==> src/rtl/ask_threshold_ctrl_if.sv <==
// Signal bundle between the AM envelope demodulator side and the ASK threshold controller.
// master drives envelope samples and control; slave (the controller) returns threshold, status and sliced level.
interface ask_threshold_ctrl_if #(
  parameter int IO_width = 14
);
  logic                       sample_valid;
  logic signed [IO_width-1:0] AM_demod;
  logic                       start;
  logic                       continuous;
  logic signed [IO_width-1:0] threshold_out;
  logic                       thr_valid;
  logic                       low_swing;
  logic                       busy;
  logic signed [IO_width-1:0] ASK_out;

  modport master (
    output sample_valid, AM_demod, start, continuous,
    input  threshold_out, thr_valid, low_swing, busy, ASK_out
  );

  modport slave (
    input  sample_valid, AM_demod, start, continuous,
    output threshold_out, thr_valid, low_swing, busy, ASK_out
  );
endinterface

==> src/rtl/ask_threshold_ctrl.sv <==
// Adaptive min/max midpoint slicer for the ASK envelope; decision latency 2 edges, no backpressure.
// Optional hysteresis around the threshold is enabled with macro ASK_HYST_EN.
module ask_threshold_ctrl #(
  parameter int                         IO_width    = 14,
  parameter int                         WIN_W       = 10,
  parameter logic signed [IO_width-1:0] DEFAULT_THR = 14'sd3500,
  parameter logic signed [IO_width-1:0] MIN_SWING   = 14'sd400,
  parameter logic signed [IO_width-1:0] HIGH_LVL    = 14'sd5500,
  parameter logic signed [IO_width-1:0] LOW_LVL     = 14'sd100,
  parameter logic signed [IO_width-1:0] HYST        = 14'sd200
) (
  input  logic                clk,
  input  logic                rst_n,
  ask_threshold_ctrl_if.slave io
);

  typedef enum logic [1:0] {
    IDLE = 2'd0,
    ACQ  = 2'd1,
    CALC = 2'd2
  } state_t;

  localparam logic signed [IO_width-1:0] POS_MAX = {1'b0, {(IO_width-1){1'b1}}};
  localparam logic signed [IO_width-1:0] NEG_MAX = {1'b1, {(IO_width-1){1'b0}}};
  localparam logic signed [IO_width:0]   MIN_SWING_X = {MIN_SWING[IO_width-1], MIN_SWING};

  state_t                     state_q, state_d;
  logic [WIN_W-1:0]           count_q, count_d;
  logic signed [IO_width-1:0] min_q, min_d;
  logic signed [IO_width-1:0] max_q, max_d;
  logic signed [IO_width-1:0] thr_q, thr_d;
  logic                       thr_vld_q, thr_vld_d;
  logic                       low_q, low_d;
  logic signed [IO_width-1:0] samp_q;
  logic                       samp_vld_q;
  logic signed [IO_width-1:0] ask_q, ask_d;

  // One extra bit keeps both the swing and the midpoint sum free of overflow.
  logic signed [IO_width:0] max_x, min_x, swing, sum;
  assign max_x = {max_q[IO_width-1], max_q};
  assign min_x = {min_q[IO_width-1], min_q};
  assign swing = max_x - min_x;
  assign sum   = max_x + min_x;

  always_ff @(posedge clk or negedge rst_n) begin
    if (!rst_n) begin
      state_q    <= IDLE;
      count_q    <= '0;
      min_q      <= POS_MAX;
      max_q      <= NEG_MAX;
      thr_q      <= DEFAULT_THR;
      thr_vld_q  <= 1'b0;
      low_q      <= 1'b0;
      samp_q     <= '0;
      samp_vld_q <= 1'b0;
      ask_q      <= '0;
    end else begin
      state_q    <= state_d;
      count_q    <= count_d;
      min_q      <= min_d;
      max_q      <= max_d;
      thr_q      <= thr_d;
      thr_vld_q  <= thr_vld_d;
      low_q      <= low_d;
      samp_vld_q <= io.sample_valid;
      if (io.sample_valid) begin
        samp_q <= io.AM_demod;
      end
      ask_q      <= ask_d;
    end
  end

  always_comb begin
    state_d   = state_q;
    count_d   = count_q;
    min_d     = min_q;
    max_d     = max_q;
    thr_d     = thr_q;
    thr_vld_d = thr_vld_q;
    low_d     = low_q;
    case (state_q)
      IDLE: begin
        if (io.start) begin
          state_d = ACQ;
          count_d = '0;
          min_d   = POS_MAX;
          max_d   = NEG_MAX;
        end
      end
      ACQ: begin
        // A restart drops the sample presented in the same cycle.
        if (io.start) begin
          count_d = '0;
          min_d   = POS_MAX;
          max_d   = NEG_MAX;
        end else if (io.sample_valid) begin
          if (io.AM_demod < min_q) min_d = io.AM_demod;
          if (io.AM_demod > max_q) max_d = io.AM_demod;
          count_d = count_q + WIN_W'(1);
          if (count_q == {WIN_W{1'b1}}) begin
            state_d = CALC;
          end
        end
      end
      CALC: begin
        if (swing < MIN_SWING_X) begin
          low_d = 1'b1;
        end else begin
          thr_d     = sum[IO_width:1];
          low_d     = 1'b0;
          thr_vld_d = 1'b1;
        end
        count_d = '0;
        min_d   = POS_MAX;
        max_d   = NEG_MAX;
        state_d = io.continuous ? ACQ : IDLE;
      end
      default: state_d = IDLE;
    endcase
  end

`ifdef ASK_HYST_EN
  logic signed [IO_width:0] samp_x, thr_x, hyst_x, thr_hi, thr_lo;
  assign samp_x = {samp_q[IO_width-1], samp_q};
  assign thr_x  = {thr_q[IO_width-1], thr_q};
  assign hyst_x = {HYST[IO_width-1], HYST};
  assign thr_hi = thr_x + hyst_x;
  assign thr_lo = thr_x - hyst_x;
`endif

  always_comb begin
    ask_d = ask_q;
    if (samp_vld_q) begin
`ifdef ASK_HYST_EN
      // Before any decision ASK_out is 0, which falls to the plain compare.
      case (ask_q)
        HIGH_LVL: ask_d = (samp_x > thr_hi)  ? LOW_LVL  : HIGH_LVL;
        LOW_LVL:  ask_d = (samp_x <= thr_lo) ? HIGH_LVL : LOW_LVL;
        default:  ask_d = (samp_q <= thr_q)  ? HIGH_LVL : LOW_LVL;
      endcase
`else
      ask_d = (samp_q <= thr_q) ? HIGH_LVL : LOW_LVL;
`endif
    end
  end

  assign io.threshold_out = thr_q;
  assign io.thr_valid     = thr_vld_q;
  assign io.low_swing     = low_q;
  assign io.busy          = (state_q != IDLE);
  assign io.ASK_out       = ask_q;

endmodule

==> src/flat_wrapper.sv <==
// flat-port wrapper written by rule: the top's interface ports become plain ports
module ask_threshold_ctrl_flat 
#(
  parameter int                         IO_width    = 14,
  parameter int                         WIN_W       = 10,
  parameter logic signed [IO_width-1:0] DEFAULT_THR = 14'sd3500,
  parameter logic signed [IO_width-1:0] MIN_SWING   = 14'sd400,
  parameter logic signed [IO_width-1:0] HIGH_LVL    = 14'sd5500,
  parameter logic signed [IO_width-1:0] LOW_LVL     = 14'sd100,
  parameter logic signed [IO_width-1:0] HYST        = 14'sd200
)
  (clk, rst_n, io_sample_valid, io_AM_demod, io_start, io_continuous, io_threshold_out, io_thr_valid, io_low_swing, io_busy, io_ASK_out);
  ask_threshold_ctrl_if #(.IO_width(IO_width)) io_i ();
  input  logic clk;
  input  logic rst_n;
  input wire logic [$bits(io_i.sample_valid)-1:0] io_sample_valid;
  input wire logic [$bits(io_i.AM_demod)-1:0] io_AM_demod;
  input wire logic [$bits(io_i.start)-1:0] io_start;
  input wire logic [$bits(io_i.continuous)-1:0] io_continuous;
  output wire logic [$bits(io_i.threshold_out)-1:0] io_threshold_out;
  output wire logic [$bits(io_i.thr_valid)-1:0] io_thr_valid;
  output wire logic [$bits(io_i.low_swing)-1:0] io_low_swing;
  output wire logic [$bits(io_i.busy)-1:0] io_busy;
  output wire logic [$bits(io_i.ASK_out)-1:0] io_ASK_out;
  assign io_i.sample_valid = io_sample_valid;
  assign io_i.AM_demod = io_AM_demod;
  assign io_i.start = io_start;
  assign io_i.continuous = io_continuous;
  assign io_threshold_out = io_i.threshold_out;
  assign io_thr_valid = io_i.thr_valid;
  assign io_low_swing = io_i.low_swing;
  assign io_busy = io_i.busy;
  assign io_ASK_out = io_i.ASK_out;
  ask_threshold_ctrl #(.IO_width(IO_width), .WIN_W(WIN_W), .DEFAULT_THR(DEFAULT_THR), .MIN_SWING(MIN_SWING), .HIGH_LVL(HIGH_LVL), .LOW_LVL(LOW_LVL), .HYST(HYST)) u_core (.clk(clk), .rst_n(rst_n), .io(io_i));
endmodule
==> config.mk <==
export PLATFORM = sky130hd
export DESIGN_NAME = ask_threshold_ctrl_flat
export DESIGN_NICKNAME = d
export VERILOG_FILES = /design/src/rtl/ask_threshold_ctrl_if.sv /design/src/rtl/ask_threshold_ctrl.sv /design/src/flat_wrapper.sv
export SDC_FILE = /design/constraint.sdc
export NUM_CORES = 1
export LEC_CHECK = 0
export BUFFER_PORTS_ARGS = -buffer_cell sky130_fd_sc_hd__buf_2
export CAP_MARGIN = 20
export CORE_MARGIN = 2
export CORE_UTILIZATION = 62
export CTS_BUF_LIST = sky130_fd_sc_hd__clkbuf_4
export DETAILED_ROUTE_END_ITERATION = 8
export PLACE_DENSITY = 0.83
export SYNTH_ARGS = -nofsm -noshare
export SYNTH_HDL_FRONTEND = slang
export SYNTH_SLANG_ARGS = --single-unit
==> constraint.sdc <==
create_clock -name clk -period 3.6 [get_ports clk]
set_input_delay 0.72 -clock clk [delete_from_list [all_inputs] [get_ports clk]]
set_output_delay 0.72 -clock clk [all_outputs]
set_load 0.005 [all_outputs]
### Word level (Yosys, flattened, before mapping)

Index checks and enable logic that the tools add are counted.

* bits in registers: 85
* bits of input ports: 19
* output and inout bits: 31

* add/subtract/negate cells: 3
* $lt $le $gt $ge: 4
* equality and inequality tests: 10
* multiplexer cells: 22
* bitwise operators: 1
* reduce and logical (&&, ||, !) cells: 8

Operator list (number)
* two-way mux 14 bit: 8
* one-hot mux 14 bit (3 select lines): 2
* two-way mux 10 bit: 3
* one-hot mux 10 bit (3 select lines): 1
* adder 14 x 14 -> 15 bit: 1
* < comparator 15 x 10 -> 1 bit (second input constant): 1
* subtractor 14 x 14 -> 15 bit: 1
* greater-than comparator 14 bit: 1
* <= comparator 14 bit: 1
* < comparator 14 bit: 1
* two-way mux 13 bit: 1
* AND reduction 4 bit: 3
* adder 10 x 1 -> 10 bit (second input constant): 1
* == test 10 bit (second input constant): 1
* two-way mux 2 bit: 4
* != test 2 bit (second input constant): 3
* != test 3 x 2 -> 1 bit (second input constant): 2
* one-hot mux 2 bit (3 select lines): 1
* != test 3 bit (second input constant): 1
* AND reduction 3 bit: 1
* nonzero test 3 bit: 1
* == test 2 x 1 -> 1 bit (second input constant): 1
* == test 2 bit (second input constant): 1
* zero test 2 bit: 1
* other kinds (5): 6

### Longest topological paths before layout

* depth after elaboration: 5
* mapped depth: 13

### Worst setup path after synthesis

No wires, ideal clock.

* path kind: flip-flop to flip-flop
* start point: reg u_core.min_q[4]
* end point: reg u_core.thr_q[6], in the netlist u_core.io.threshold_out[6]
* setup time: 128 ps
* arrival time: 2908 ps
* data required time: 3472 ps
* slack: 565 ps
* cell stages (with the launch flop): 12
* period minus slack after synthesis: 3035 ps
* cells stage by stage: dfstp_2 inv_1 ha_1 clkbuf_1 inv_1 o311ai_0 nand4_1 nand2_1 a221oi_1 or3_4 a21oi_4 mux2_1

* word-level cells in the longest chain between the ends: 4
* elaborated cells between the ends (all ways): 5

Ends and longest elaborated chain
* from (decl): line ask_threshold_ctrl.sv:29 `logic signed [IO_width-1:0] min_q, min_d;`
* from (signal assigned): line ask_threshold_ctrl.sv:60 `min_q <= min_d;`
* subtractor 14 x 14 -> 15 bit: line ask_threshold_ctrl.sv:42 `assign swing = max_x - min_x;`
* < comparator 15 x 10 -> 1 bit: line ask_threshold_ctrl.sv:106 `if (swing < MIN_SWING_X) begin`
* NOT 1 bit (no line)
* AND reduction 2 bit (no line)
* to (signal assigned): line ask_threshold_ctrl.sv:62 `thr_q <= thr_d;`
* to (decl): line ask_threshold_ctrl.sv:31 `logic signed [IO_width-1:0] thr_q, thr_d;`

Parallel ways exist; a longest one is shown, timed or not.
A chain may end at the register's enable or synchronous reset.

### Worst setup path in the final report

* start point: reg u_core.min_q[2]
* end point: reg u_core.thr_q[7], in the netlist u_core.io.threshold_out[7]

The elaborated chain is that of the path after synthesis.

==> impl_results.md <==
* Synth cell count leaders: ha_1, inv_1, dfrtp_1, a21oi_1, nor2_1
* Area delta synth->final at 8.52%
* Final GP Congestion at 0.893
* Required time of the critical path at 3.97 ns
* Leak at 0.00261 µW
* Final hold violations at 0
* Grt ovf at 0
* Die W at 94.2 µm
* Sink Count at 73
* Asr flop ratio synth at 100%
* Crit end category: register
* Startpoint Class: register
* Slowest-stage cell, CP: dfstp_2
* Iter 0 DRT Violations at 278
* Tot GR Track Use at 28.3%
* CP top delay family: compound AO/OA/AOI/OAI gates
* Resized cells post-CTS at 0
* Wirelength per Cell at 18.0 µm
* Postcts setup bufs at 0
* Slew Limit Fails at 0
* Layout Nets at 640
* Vias in the first global route at 3915
* Core area at 0.00781 mm²
* Ant. Diodes at 0
* Status: finished clean
* WHS at 0.394 ns
* Hold WC Path Type: input port to async pin
* Bufs and invs on worst path at 2
* Final Cycle Share at 93.9%
* Top FF cell, synth: dfrtp_1
* TritonCTS clock tree: built
* Pwr dens at 453 mW/mm²
* CP arrival at 3.75 ns
* Site Rows at 32
* Most common cell in the netlist: ha_1
* Full die area at 0.00887 mm²
* Sequential share of power at 39.2%
* Starting Density at 64.6%
* Layout cells sized above 1 at 19.7%
* Clk_skew at 0.0315 ns
* # fillers at 607
* CTS buffer count at 9
* DR vias/cell at 6.19
* Max-cap violations at 0
* Routed wire length at 11.8 mm
* Clock power frac at 24.7%
* Worst-skew pair later-pin latency at 0.45 ns
* Post-cts hold buffer count at 0
* H-tree levels at 3
* Crit Path Max Fanout at 10
* RSZ-0062 raised after global routing: no
* Syn Area/Cell at 9.82 µm²
* First-pass GRT wire length at 19.2 mm
* Vias post-DR at 4082
* Initial antenna violation count at 0
* #FFs+latches synth at 73
* Largest net degree at the start of global routing at 74
* Switching pwr at 904 µW
* Area leader, netlist: dfrtp_1
* Total internal power at 1570 µW
* Top-level I/O count at 50
* Slowest stage delay, CP at 0.56 ns
* Top post-synthesis cells by area: dfrtp_1, ha_1, dfstp_2
* Sequential fraction of the synthesis area at 36.8%
* Sw Share at 36.5%
* Setup CP Type: register to register
* Remaining DRCs at 0
* EDFF count, synth at 0
* Cells after Synth at 513
* Logic pwr share at 36.1%
* Antenna-violating nets left at 0
* Pre-antenna DRT Iters at 5
* Final Setup Violations at 0
* Fmax at 296 MHz
* Syn Std Cell Area at 0.00504 mm²
* Slew headroom at 38.5%
* Deepest clock path buffer count at 2
* IO Port Bufs at 43
* Reg clk slew, reported paths at 0.14 ns
* Yosys Warn Count at 0
* Critical path, cell by cell: inv_1 > ha_1 > o21a_1 > nor2_1 > o311ai_1 > nand4_1 > nand2_1 > a221oi_1 > or3_4 > a21oi_4 > buf_4 > mux2i_1
* Post-detail-place hpwl at 8.91 mm
* Fin crit period at 3.38 ns
* Die height at 94.2 µm
* Tot Pwr at 2480 µW
* Post-synth cell types at 63
* Worst-Margin Slew at 0.922 ns
* Root Buffer: clkbuf_4
* Synth top area share at 25.8%
* Setup TNS at 0 ns
* Worst vdd rail ir drop at 0.213 mV
[stage by stage]
stage                     instances  area [µm²]  worst slack (ns)  util (%)
after floorplan                 518        5060             0.565         -
after global placement          643        5300             0.324      67.9
after detailed placement        643        5300             0.138      67.9
after CTS                       659        5470             0.105      70.0
after global routing            659        5470           0.00363      70.0
final                           659        5470             0.218      70.0
[layout by cell type, fill, tap and decap left out, types with 3 or more instances in the layout]
master / count
dfrtp_1: 52
or2_2: 4
o21a_1: 7
dfstp_2: 21
and3_1: 3
o22a_1: 13
nor3_1: 8
nand4_1: 9
o21bai_1: 3
nor2b_1: 3
buf_4: 8
clkbuf_4: 9
nor2_1: 30
xnor2_1: 12
a21oi_1: 32
a22o_1: 13
inv_1: 60
o21ai_0: 20
inv_6: 3
nand3_1: 11
a211oi_1: 6
nand2_1: 17
xor2_1: 7
a21o_1: 9
and4_1: 3
mux2_2: 14
ha_1: 68
nor4_1: 5
conb_1: 6
buf_2: 42
mux2i_1: 12
[final cells by class]
type                    count  area, µm²  area share (%)
repair buffers             50        270            4.94
well taps                 102        128            2.33
clock buffers               9       67.6            1.24
flip-flops and latches     73       1850            33.9
inverters                  60        225            4.12
clock inverters             7       98.8            1.81
multi-input cells         358       2830            51.7
[cell families (layout without fill, tap and decap cells)]
logic type      count (synthesis)  count (layout)  share of synthesized area [%]
simple gates                  107             107                           11.0
other cells                     1               6                         0.0744
fa+ha+maj                      69              69                           17.3
xor+xnor                       19              19                           3.30
compound gates                130             130                           18.3
mux                            27              27                           5.73
flops                          73              73                           36.8
buf+inv                        87             126                           7.52
[worst register-to-register path: stages, from the launching register on]
cell	delay, ns
dfstp_2	0.56
inv_1	0.06
ha_1	0.37
o21a_1	0.15
nor2_1	0.07
o311ai_1	0.35
nand4_1	0.19
nand2_1	0.19
a221oi_1	0.11
or3_4	0.40
a21oi_4	0.34
buf_4	0.29
mux2i_1	0.25
[metal layers]
metal  GRT usage [%]  wire [µm]  up-vias
li1                -          -     1906
met1            37.7       5330     1999
met2            46.1       5600      157
met3            6.42        696       20
met4            8.57        219        0
met5               0          0        -
[sequential cells by signal, indices dropped and copies added (netlist names)]
signal,count
u_core.max_q,14
u_core.io.threshold_out,14
u_core.io.low_swing,1
u_core.samp_vld_q,1
u_core.io.ASK_out,2
u_core.state_q,2
u_core.count_q,10
u_core.samp_q,14
u_core.min_q,14
u_core.io.thr_valid,1
[power by group through the flow]
stage | clock network (µW) | logic [µW] | registers, µW
4_1_cts | 620 | 882 | 969
3_5_place_dp | 0 | 875 | 983
2_1_floorplan | 0 | 654 | 964
6_report | 612 | 893 | 971
3_3_place_gp | 0 | 848 | 978
5_1_grt | 662 | 990 | 980
[worst paths after layout]
check | endpoint | cells past startpoint | slack [ns] | startpoint
worst max-delay path | u_core.io.threshold_out[7] | 12 | 0.22 | u_core.min_q[2]
worst min-delay path | u_core.max_q[8] | 1 | 0.39 | rst_n
worst max register to register | u_core.io.threshold_out[7] | 12 | 0.22 | u_core.min_q[2]
worst min register to register | u_core.io.ASK_out[10] | 1 | 0.48 | u_core.samp_vld_q
max in group asynchronous | u_core.samp_vld_q | 1 | 2.60 | rst_n
min in group clk | u_core.io.ASK_out[10] | 1 | 0.48 | u_core.samp_vld_q
(Power assumes the default switching activity.)
